**src/rtl/acumulador_4bit_ctrl.sv**
```systemverilog
// Sequential wrapper around a combinational 4-bit adder: registers operands, captures
// sum/carry, optionally accumulates, counts carry-outs and hands results downstream.
module acumulador_4bit_ctrl #(
  parameter int WIDTH = 4,
  parameter int CNT_W = 8
) (
  input  logic             clk,
  input  logic             rst_n,
  input  logic             in_valid,
  output logic             in_ready,
  input  logic [WIDTH-1:0] in_A,
  input  logic [WIDTH-1:0] in_B,
  input  logic             in_acc,
  input  logic             clr_acc,
  output logic [WIDTH-1:0] Op_A,
  output logic [WIDTH-1:0] Op_B,
  input  logic [WIDTH-1:0] Sum_in,
  input  logic             Cout_in,
  output logic             out_valid,
  input  logic             out_ready,
  output logic [WIDTH-1:0] Result,
  output logic             Carry,
  output logic [WIDTH-1:0] acc,
  output logic [CNT_W-1:0] ovf_count,
  output logic [1:0]       state_dbg
);

  localparam logic [1:0] S_IDLE    = 2'd0;
  localparam logic [1:0] S_CAPTURE = 2'd1;
  localparam logic [1:0] S_OUT     = 2'd2;

  // Handshakes: a transfer happens on a rising edge where valid and ready are both 1.
  // in_ready depends only on state (and reset), out_valid only on state.
  logic [1:0]       state_q,  state_d;
  logic [WIDTH-1:0] op_a_q,   op_a_d;
  logic [WIDTH-1:0] op_b_q,   op_b_d;
  logic [WIDTH-1:0] result_q, result_d;
  logic             carry_q,  carry_d;
  logic [WIDTH-1:0] acc_q,    acc_d;
  logic [CNT_W-1:0] ovf_q,    ovf_d;
  logic             accept;

  assign in_ready  = rst_n & (state_q == S_IDLE);
  assign out_valid = (state_q == S_OUT);
  assign accept    = in_valid & in_ready;

  always_comb begin
    state_d  = state_q;
    op_a_d   = op_a_q;
    op_b_d   = op_b_q;
    result_d = result_q;
    carry_d  = carry_q;
    acc_d    = acc_q;
    ovf_d    = ovf_q;
    case (state_q)
      S_IDLE: begin
        if (accept) begin
          // A same-edge clear wins over feeding the old accumulator back.
          op_a_d  = in_acc ? (clr_acc ? '0 : acc_q) : in_A;
          op_b_d  = in_B;
          state_d = S_CAPTURE;
        end
      end
      S_CAPTURE: begin
        result_d = Sum_in;
        carry_d  = Cout_in;
        acc_d    = Sum_in;
        if (Cout_in && (ovf_q != {CNT_W{1'b1}})) ovf_d = ovf_q + CNT_W'(1);
        state_d  = S_OUT;
      end
      S_OUT: begin
        if (out_ready) state_d = S_IDLE;
      end
      default: state_d = S_IDLE;
    endcase
    if (clr_acc) begin
      acc_d = '0;
      ovf_d = '0;
    end
  end

  always_ff @(posedge clk or negedge rst_n) begin
    if (!rst_n) begin
      state_q  <= S_IDLE;
      op_a_q   <= '0;
      op_b_q   <= '0;
      result_q <= '0;
      carry_q  <= 1'b0;
      acc_q    <= '0;
      ovf_q    <= '0;
    end else begin
      state_q  <= state_d;
      op_a_q   <= op_a_d;
      op_b_q   <= op_b_d;
      result_q <= result_d;
      carry_q  <= carry_d;
      acc_q    <= acc_d;
      ovf_q    <= ovf_d;
    end
  end

  assign Op_A      = op_a_q;
  assign Op_B      = op_b_q;
  assign Result    = result_q;
  assign Carry     = carry_q;
  assign acc       = acc_q;
  assign ovf_count = ovf_q;
  assign state_dbg = state_q;

endmodule
```
**config.mk**
```make
export PLATFORM = sky130hd
export DESIGN_NAME = acumulador_4bit_ctrl
export DESIGN_NICKNAME = d
export VERILOG_FILES = /design/src/rtl/acumulador_4bit_ctrl.sv
export SDC_FILE = /design/constraint.sdc
export NUM_CORES = 1
export LEC_CHECK = 0
export CAP_MARGIN = 10
export CORE_UTILIZATION = 45
export CTS_BUF_LIST = sky130_fd_sc_hd__clkbuf_4
export CTS_CLUSTER_SIZE = 8
export DETAILED_ROUTE_END_ITERATION = 8
export HOLD_SLACK_MARGIN = 0.02
export PLACE_DENSITY = 0.82
export SETUP_SLACK_MARGIN = 0.2
export SYNTH_ARGS = -nofsm -noshare
export SYNTH_HDL_FRONTEND = slang
export SYNTH_SLANG_ARGS = --single-unit
```
**constraint.sdc**
```tcl
create_clock -name clk -period 2.7 [get_ports clk]
set_input_delay 0.54 -clock clk [delete_from_list [all_inputs] [get_ports clk]]
set_output_delay 0.54 -clock clk [all_outputs]
set_load 0.03 [all_outputs]
```
==> key figures, run 1 <==
Logic synthesis
  – Distinct cells, synth: 35
  – Cells after synthesis: 112
  – Area leader, netlist: dfrtp_1
  – Post-synth top cells: dfrtp_1, nand2_1, a21oi_1, nor2_1, nor2b_1
  – Main area contributors after synthesis: dfrtp_1, nand2_1, a21oi_1
  – Post-Syn Nets: 132
  – Ys flop type: dfrtp_1
  – Post-synthesis cell area: 1224 um^2
  – Async SR Flop Fraction: 100.0%
  – YS warnings: 0
  – EDFF count, synth: 0
  – Seq/Total Area, Yosys: 55.21%
  – Yosys top cell area share: 55.21%
  – FF+latch count, synth: 27
  – Most common cell in the netlist: dfrtp_1
  – Mean Syn Cell Area: 10.93 um^2

Job
  – Max Cap Violations: 0

Placement
  – Final HPWL DP: 2083 um
  – IO buf count: 47
  – Placed Area: 1707 um^2
  – RD Place Congestion: 0.7446

Min path
  – Hold endpoint: Carry
  – WHS Path Cells: 1
  – Worst Hold Class: flop to flop
  – Worst hold start: Carry

Clock tree
  – # clock sinks: 27
  – Clock buffer depth: 2
  – Hold buffer count at cts: 0
  – Setup Buffers After CTS: 0
  – Post-cts resize count: 0
  – Root buf cell: clkbuf_4
  – Skew-Pair Late Insertion Delay: 320 ps
  – CTS tree: done
  – Num CTS Buffers: 3
  – H-tree depth: 1
  – Reg clk slew, reported paths: 150 ps

Pwr
  – Internal: 701.4 uW
  – Flop pwr share: 46.7%
  – Gate power share: 37.2%
  – Leak: 0.0007732 uW
  – Pwr Density: 628.5 nW/um^2
  – Worst IR Drop VDD: 576.2 uV
  – Net Sw Frac: 35.65%
  – Psw: 388.6 uW
  – Clk pwr share: 16.2%

Floorplan
  – Initial Utilization: 48.51%
  – Die W: 54.15 um
  – Die area: 2932 um^2
  – Boundary Pins: 48
  – FP Rows: 18
  – Vert. Die Dim: 54.15 um
  – Core area: 2522 um^2

Finish
  – Layout cell share with drive strength beyond 1: 8.750%
  – P&R area growth vs syn: 41.72%
  – Final nets: 181
  – Diodes inserted: 0
  – Post-route design area: 1734 um^2

Detailed routing
  – WL/cell: 14.98 um
  – Drt pass-1 iters: 4
  – DRC: 0
  – Detailed Route Iter0 Violations: 21
  – Vias: 1,017
  – DR vias/cell: 5.353
  – Post-DRT Antenna Nets: 0
  – Overall routed net length: 2847 um

Timing
  – Final Hold Viols: 0
  – Maximum clock rate: 0.4390 GHz
  – Clock skew: 1.198 ps
  – Fin crit period: 2278 ps
  – Rel. slew slack: 65.35%
  – Worst-Margin Slew: 518.2 ps
  – Final Slew Violations: 0
  – TNS Setup: 0 ps
  – Ratio of final minimum period to clock period: 84.37%
  – Final setup vio count: 0
  – RSZ-0062 raised after global routing: no

Setup path
  – CP Class: flop to primary output
  – Worst r2r dst: ovf_count[5]
  – Reg2reg path depth: 5
  – Critical-path maximum fanout: 6
  – Crit path DAT: 1740 ps
  – Startpoint Class: flop
  – Critical Path End Type: primary output
  – Worst r2r src: ovf_count[0]
  – R2R Setup Slk: 1090 ps
  – Critical Path RT: 2160 ps

GRT
  – Initial antenna violation count: 0
  – Largest net degree at the start of global routing: 28
  – Number of global-route vias before repair: 946
  – GRT Util Overall: 21.31%
  – First-pass GRT wire length: 4360 um
  – Congestion Overflow GR: 0

Outcome
  – Outcome: finished clean
-- through the flow --
stage	hold slack (ps)	util [%]	total power, uW	instances	worst slack, ps
after global placement	466.6	67.66	914.0	186	627.9
after detailed placement	473.7	67.66	922.6	186	586.7
after global routing	534.8	68.75	1139	190	349.5
after CTS	506.6	68.75	1103	190	396.5
after floorplan	244.4	-	729.5	112	477.0
final	502.4	68.75	1090	190	421.9
-- metal layers --
layer | vias to the layer above | share of wire, % | GRT usage, %
met5 | - | 0 | 0
met3 | 4 | 4.4 | 2.825
met1 | 507 | 45 | 29.80
met4 | 0 | 0.74 | 7.692
li1 | 474 | - | -
met2 | 32 | 50 | 33.54
-- power groups by stage --
stage | combinational, uW | clock (uW) | sequential [uW]
floorplan | 88.9 | 0 | 641
global route | 429 | 194 | 516
CTS | 409 | 185 | 509
detailed placement | 408 | 0 | 515
global placement | 401 | 0 | 513
finish | 405 | 176 | 509
-- cells by family after synthesis --
| group | after synthesis | share of synthesized area, % |
|---|---|---|
| muxes | 6 | 5.725 |
| and+or+nand+nor | 48 | 21.17 |
| DFF | 27 | 55.21 |
| xor gates and xnor gates | 5 | 3.579 |
| adders and majority gates | 1 | 1.022 |
| buffers and inverters | 5 | 2.761 |
| AOI/OAI and AO/OA | 20 | 10.53 |
-- placed cells by master (no fill, tap or decap), types with 2 or more instances in the layout --
master / n
clkbuf_4: 3
nor2b_1: 6
nor2_1: 10
o211ai_1: 2
a21oi_1: 11
or2b_1: 2
dfrtp_1: 27
mux2_2: 3
buf_4: 2
xor2_1: 4
and3_1: 2
o21ai_0: 2
clkdlybuf4s50_1: 46
nand2_1: 17
-- registers in the layout (all words and copies together), names as in the netlist --
name,cells
ovf_count,8
Op_A,4
Op_B,4
Result,4
acc,4
state_dbg,2
Carry,1
-- worst max-delay path by stage --
stage                            start         to  slack (ps)
after floorplan           state_dbg[0]    Op_B[0]         480
after detailed placement         rst_n    Op_B[0]         590
after CTS                 state_dbg[1]  out_valid         400
after global placement           rst_n    Op_B[2]         630
final                     state_dbg[0]  out_valid         420
after global routing      state_dbg[1]  out_valid         350
-- critical path, stage by stage, from the launching register on --
cell and delay (ps):
dfrtp_1 450, or2b_1 250, inv_1 50, clkdlybuf4s50_1 660
-- cell type report --
type / instances / area (um^2)
clock buffers: 3 / 22.52
clock inverters: 1 / 5.005
fillers: 207 / 788.3
inverters: 1 / 3.754
multi-input cells: 80 / 514.2
flip-flops and latches: 27 / 675.6
well taps: 30 / 37.54
repair buffers: 48 / 475.5
Note: power is estimated with default switching activity, not from simulation.
==> run 2, diff against run 1 <==
Settings changed: CORE_UTILIZATION 45 to 44, PLACE_DENSITY 0.82 to 0.81.
Clock period 2.7 ns to 2.3 ns, I/O delays scaled along.
==> key figures, run 2 (synthesized netlist as in run 1, its figures left out) <==
Clock tree
  – # clock sinks: 27 (unchanged)
  – Num CTS Buffers: 3 (unchanged)
  – Clock buffer depth: 2 (unchanged)
  – CTS tree: done (unchanged)
  – H-tree depth: 1 (unchanged)
  – Skew-Pair Late Insertion Delay: 330 ps (was 320 ps)
  – Reg clk slew, reported paths: 140 ps (was 150 ps)
  – Root buf cell: clkbuf_4 (unchanged)

Floorplan
  – FP Rows: 18 (unchanged)
  – Die W: 54.74 um (was 54.15 um)
  – Die area: 2996 um^2 (was 2932 um^2)
  – Core area: 2545 um^2 (was 2522 um^2)
  – Vert. Die Dim: 54.74 um (was 54.15 um)
  – Boundary Pins: 48 (unchanged)
  – Initial Utilization: 48.08% (was 48.51%)

GRT
  – Congestion Overflow GR: 0 (unchanged)
  – Number of global-route vias before repair: 963 (was 946)
  – First-pass GRT wire length: 4305 um (was 4360 um)
  – Initial antenna violation count: 0 (unchanged)
  – GRT Util Overall: 20.92% (was 21.31%)
  – Largest net degree at the start of global routing: 28 (unchanged)

Setup path
  – Worst r2r src: ovf_count[0] (unchanged)
  – Startpoint Class: flop (unchanged)
  – Crit path DAT: 1560 ps (was 1740 ps)
  – Critical Path Max Stage Delay: 730 ps (was 660 ps)
  – Worst Setup SP: ovf_count[4] (was state_dbg[0])
  – CP max-delay cell: clkdlybuf4s50_1 (unchanged)
  – Buf/Inv on CP: 1 (was 2)
  – CP Class: flop to primary output (unchanged)
  – Critical Path RT: 1840 ps (was 2160 ps)
  – Worst path cell trace: clkdlybuf4s50_1 (was or2b_1 > inv_1 > clkdlybuf4s50_1)
  – Critical-path maximum fanout: 5 (was 6)
  – Critical Path End Type: primary output (unchanged)
  – Top Family by Delay on Critical Path: buffers and inverters (unchanged)

Finish
  – Final nets: 182 (was 181)
  – Core Util, Final: 68.78% (was 68.75%)
  – Diodes inserted: 0 (unchanged)
  – Number of flip-flops in the largest register: 8 (unchanged)
  – Layout cell share with drive strength beyond 1: 9.938% (was 8.750%)
  – Post-route design area: 1750 um^2 (was 1734 um^2)
  – Most frequent cells in the layout: clkdlybuf4s50_1, dfrtp_1, nand2_1, a21oi_1, nor2_1 (unchanged)
  – P&R area growth vs syn: 43.05% (was 41.72%)
  – Most common cell after layout, fill and taps aside: clkdlybuf4s50_1 (unchanged)

Timing
  – Maximum clock rate: 0.4956 GHz
  – Ratio of final minimum period to clock period: 87.74%
  – Final Slew Violations: 0 (unchanged)
  – RSZ-0062 raised after global routing: no (unchanged)
  – Rel. slew slack: 77.68% (was 65.35%)
  – Final Hold Viols: 0 (unchanged)
  – Final setup vio count: 0 (unchanged)
  – Clock skew: 7.283 ps (was 1.198 ps)
  – Worst-Margin Slew: 334.8 ps (was 518.2 ps)
  – Fin crit period: 2018 ps
  – TNS Setup: 0 ps (unchanged)
  – Hold_ws: 501.5 ps (was 502.4 ps)

Placement
  – RD Place Congestion: 0.8287 (was 0.7446)
  – Placed Area: 1719 um^2 (was 1707 um^2)
  – Final HPWL DP: 2073 um (was 2083 um)
  – IO buf count: 47 (unchanged)

Pwr
  – Worst IR Drop VDD: 654.0 uV (was 576.2 uV)
  – Leak: 0.0008040 uW (was 0.0007732 uW)
  – Pwr Density: 741.9 nW/um^2 (was 628.5 nW/um^2)

Min path
  – Worst Hold Class: flop to flop (unchanged)
  – Worst hold start: Carry (unchanged)

Outcome
  – Outcome: finished clean (unchanged)

Detailed routing
  – DRC: 0 (unchanged)
  – Drt pass-1 iters: 4 (unchanged)
  – WL/cell: 14.71 um (was 14.98 um)
  – DR vias/cell: 5.309 (was 5.353)
  – Post-DRT Antenna Nets: 0 (unchanged)
  – Vias: 1,014 (was 1,017)
  – Overall routed net length: 2810 um (was 2847 um)
  – Detailed Route Iter0 Violations: 21 (unchanged)

Job
  – Max Cap Violations: 0 (unchanged)
-- run 2: changes by cell type in the layout (fill, tap and decap cells not counted) --
cell / before / now
nor3b_2: 0 / 1
buf_4: 2 / 3
nor3b_1: 1 / 0
clkdlybuf4s50_1: 46 / 44
dlygate4sd2_1: 0 / 1
dlymetal6s2s_1: 0 / 1
clkbuf_4: 3 / 4
clkinv_2: 1 / 0
-- run 2: metal layers --
metal / wire length (um) / share of wire (%) / up-vias / GRT usage, %
met5: 0 / 0 / - / 0
met4: 56 / 2.0 / 0 / 11.54
met3: 159 / 5.7 / 5 / 3.333
met2: 1436 / 51 / 34 / 35.34
met1: 1157 / 41 / 499 / 25.00
li1: - / - / 476 / -
-- run 2: final timing paths --
kind,endpoint,slack (ps),cells past startpoint
max reg2reg,ovf_count[5],700,5
min in group asynchronous,Result[2],520,2
min,Carry,500,1
min reg2reg,Carry,500,1
max in group asynchronous,ovf_count[6],1530,2
max,ovf_count[4],280,1
-- run 2: area by class of cell --
cell class,instances,area (um^2)
clock buffers,4,30.03
well taps,30,37.54
fillers,210,794.5
multi-input cells,80,519.2
inverters,1,3.754
repair buffers,49,484.2
flip-flops and latches,27,675.6
-- run 2: power by group --
group	internal (uW)	total (uW)	leakage (uW)	switching (uW)
logic	209	473	0.000438	264
registers	549	599	0.000347	49.6
clock network	80.0	227	0.0000184	147
-- run 2: metrics by stage --
stage	std cells	power (uW)	setup slack [ps]
2_1_floorplan	112	857.7	423.5
3_3_place_gp	187	1076	371.9
3_5_place_dp	187	1085	318.7
4_1_cts	191	1308	258.8
5_1_grt	191	1357	241.9
6_report	191	1299	282.0
-- run 2: what timing repair did --
action	CTS	global route
endpoints found under the setup margin	1	1
gates cloned	0	0
hold buffers	0	0
resized for setup	1	1
setup buffers	0	0
==> run 3, diff against run 2 <==
Settings changed: ABC_AREA set to 1, CORE_UTILIZATION 44 to 45.
==> key figures, run 3 <==
Timing
  – Fin crit period: 1982 ps (was 2018 ps)
  – Final Hold Viols: 0 (unchanged)
  – Rel. slew slack: 74.77% (was 77.68%)
  – Hold_ws: 497.6 ps (was 501.5 ps)
  – TNS Setup: 0 ps (unchanged)
  – Final setup vio count: 0 (unchanged)
  – Maximum clock rate: 0.5046 GHz (was 0.4956 GHz)
  – Setup slack after layout: 318.3 ps (was 282.0 ps)
  – Ratio of final minimum period to clock period: 86.16% (was 87.74%)
  – RSZ-0062 raised after global routing: no (unchanged)
  – Clock skew: 4.341 ps (was 7.283 ps)
  – Worst-Margin Slew: 377.6 ps (was 334.8 ps)
  – Final Slew Violations: 0 (unchanged)

GRT
  – First-pass GRT wire length: 4823 um (was 4305 um)
  – Congestion Overflow GR: 0 (unchanged)
  – Number of global-route vias before repair: 1,128 (was 963)
  – Initial antenna violation count: 0 (unchanged)
  – Largest net degree at the start of global routing: 28 (unchanged)
  – GRT Util Overall: 19.68% (was 20.92%)

Job
  – Max Cap Violations: 0 (unchanged)

Setup path
  – Critical-path maximum fanout: 6 (was 5)
  – CP Class: flop to primary output (unchanged)
  – Critical Path End Type: primary output (unchanged)
  – Startpoint Class: flop (unchanged)
  – Buf/Inv on CP: 1 (unchanged)
  – Critical Path Max Stage Delay: 720 ps (was 730 ps)
  – Worst path cell trace: clkdlybuf4s50_1 (unchanged)
  – Crit path DAT: 1520 ps (was 1560 ps)
  – CP max-delay cell: clkdlybuf4s50_1 (unchanged)
  – Critical Path RT: 1840 ps (about the same)
  – Top Family by Delay on Critical Path: buffers and inverters (unchanged)

Clock tree
  – Num CTS Buffers: 3 (unchanged)
  – Clock buffer depth: 2 (unchanged)
  – Setup Buffers After CTS: 0 (unchanged)
  – Skew-Pair Late Insertion Delay: 320 ps (was 330 ps)
  – # clock sinks: 27 (unchanged)
  – Root buf cell: clkbuf_4 (unchanged)
  – H-tree depth: 1 (unchanged)
  – CTS tree: done (unchanged)
  – Reg clk slew, reported paths: 130 ps (was 140 ps)

Logic synthesis
  – Post-synthesis cell area: 1295 um^2 (was 1224 um^2)
  – FF+latch count, synth: 27 (unchanged)
  – Area leader, netlist: dfrtp_1 (unchanged)
  – Most common cell in the netlist: nand2_1 (was dfrtp_1)
  – Post-synth top cells: nand2_1, dfrtp_1, inv_1, nand3_1, nor2_1 (was dfrtp_1, nand2_1, a21oi_1, nor2_1, nor2b_1)
  – Ys flop type: dfrtp_1 (unchanged)
  – Main area contributors after synthesis: dfrtp_1, nand2_1, nand3_1 (was dfrtp_1, nand2_1, a21oi_1)
  – YS warnings: 0 (unchanged)
  – Mean Syn Cell Area: 7.994 um^2 (was 10.93 um^2)
  – Distinct cells, synth: 20 (was 35)
  – Async SR Flop Fraction: 100.0% (unchanged)
  – Cells after synthesis: 162 (was 112)
  – EDFF count, synth: 0 (unchanged)
  – Yosys top cell area share: 52.17% (was 55.21%)
  – Post-Syn Nets: 182 (was 132)
  – Seq/Total Area, Yosys: 52.17% (was 55.21%)

Floorplan
  – Die area: 3096 um^2 (was 2996 um^2)
  – Initial Utilization: 47.37% (was 48.08%)
  – Die W: 55.65 um (was 54.74 um)
  – Boundary Pins: 48 (unchanged)
  – Vert. Die Dim: 55.65 um (was 54.74 um)
  – Core area: 2734 um^2 (was 2545 um^2)
  – FP Rows: 19 (was 18)

Pwr
  – Pwr Density: 675.7 nW/um^2 (was 741.9 nW/um^2)
  – Clk pwr share: 16.7% (was 17.5%)
  – Gate power share: 35.9% (was 36.4%)
  – Flop pwr share: 47.4% (was 46.1%)
  – Worst IR Drop VDD: 561.9 uV (was 654.0 uV)
  – Leak: 0.0008661 uW (was 0.0008040 uW)
  – Psw: 429.7 uW (was 460.4 uW)
  – Net Sw Frac: 34.78% (was 35.45%)
  – Internal: 805.6 uW (was 838.3 uW)

Detailed routing
  – Drt pass-1 iters: 4 (unchanged)
  – WL/cell: 11.82 um (was 14.71 um)
  – Detailed Route Iter0 Violations: 35 (was 21)
  – DR vias/cell: 4.844 (was 5.309)
  – Overall routed net length: 2872 um (was 2810 um)
  – Vias: 1,177 (was 1,014)
  – DRC: 0 (unchanged)
  – Post-DRT Antenna Nets: 0 (unchanged)

Finish
  – Diodes inserted: 0 (unchanged)
  – Final nets: 233 (was 182)
  – Most frequent cells in the layout: nand2_1, clkdlybuf4s50_1, dfrtp_1, inv_1, nand3_1 (was clkdlybuf4s50_1, dfrtp_1, nand2_1, a21oi_1, nor2_1)
  – Layout cell share with drive strength beyond 1: 9.434% (was 9.938%)
  – Number of flip-flops in the largest register: 8 (unchanged)
  – Final Instance Count excl. Fillers: 243 (was 191)
  – Most common cell after layout, fill and taps aside: nand2_1 (was clkdlybuf4s50_1)
  – P&R area growth vs syn: 41.16% (was 43.05%)

Min path
  – Worst Hold Class: flop to flop (unchanged)

Placement
  – RD Place Congestion: 0.8547 (was 0.8287)
  – Final HPWL DP: 2227 um (was 2073 um)
  – IO buf count: 47 (unchanged)
  – Post-Place Setup Slack: 491.7 ps (was 318.7 ps)
  – Placed Cells: 239 (was 187)

Outcome
  – Outcome: finished clean (unchanged)
run 3: cell count changes after synthesis, sizes merged, moves of 2 or more:
| cell | before | now |
|---|---|---|
| o211ai | 3 | 0 |
| a21oi | 11 | 5 |
| and3 | 2 | 0 |
| nor2 | 11 | 15 |
| nand2 | 17 | 71 |
| inv | 1 | 15 |
| xor2 | 4 | 2 |
| clkbuf | 2 | 0 |
| mux2 | 5 | 0 |
| nor2b | 6 | 0 |
| nand3 | 1 | 12 |
| o21ai | 3 | 8 |
| clkinv | 0 | 2 |
| or2b | 2 | 0 |
run 3: cell type report:
type | count | area, um^2
timing repair buffer | 48 | 474.2
sequential | 27 | 675.6
clock buffer | 4 | 30.03
inverter | 17 | 66.31
multi-input combinational | 116 | 543.0
fill | 241 | 905.9
tap | 31 | 38.79
run 3: power by group through the flow:
stage | logic, uW | registers (uW) | clock network (uW)
floorplan | 99.8 | 729 | 0
global placement | 443 | 589 | 0
detailed placement | 452 | 594 | 0
CTS | 451 | 585 | 218
global route | 473 | 594 | 231
finish | 444 | 585 | 206
run 3: logic make-up after synthesis:
kind of cell               count (synthesis)  synth area share [%]
buffers and inverters                     19                 5.893
AOI/OAI and AO/OA                         13                 5.314
adders and majority gates                  1                0.9660
DFF                                       27                 52.17
and+or+nand+nor                          100                 34.30
xor gates and xnor gates                   2                 1.353
run 3: path summary, 6_finish.rpt:
path	depth (start not counted)	start	end	slack, ps
max	1	ovf_count[3]	ovf_count[3]	320
min	2	Op_B[2]	Op_B[2]	500
max reg2reg	8	state_dbg[1]	ovf_count[2]	840
min reg2reg	2	Op_B[2]	Op_B[2]	500
max in group asynchronous	2	rst_n	Carry	1520
min in group asynchronous	2	rst_n	Op_A[0]	530
run 3: what timing repair did:
action / in CTS / in global routing
hold endpoints to repair: 0 / 0
hold buffers: 0 / 0
gates resized for setup: 1 / 0
endpoints found under the setup margin: 1 / 0
run 3: through the flow:
step                util (%)  area (um^2)  total power (uW)
floorplan                  -         1295             828.8
global placement       65.81         1799              1032
detailed placement     65.81         1799              1045
CTS                    66.87         1828              1254
global route           66.87         1828              1299
finish                 66.87         1828              1235
run 3: layer usage:
metal | GRT usage [%] | share of wire (%)
met1 | 25.31 | 47
met2 | 33.39 | 46
met3 | 3.256 | 5.8
met4 | 7.500 | 1.1
met5 | 0 | 0
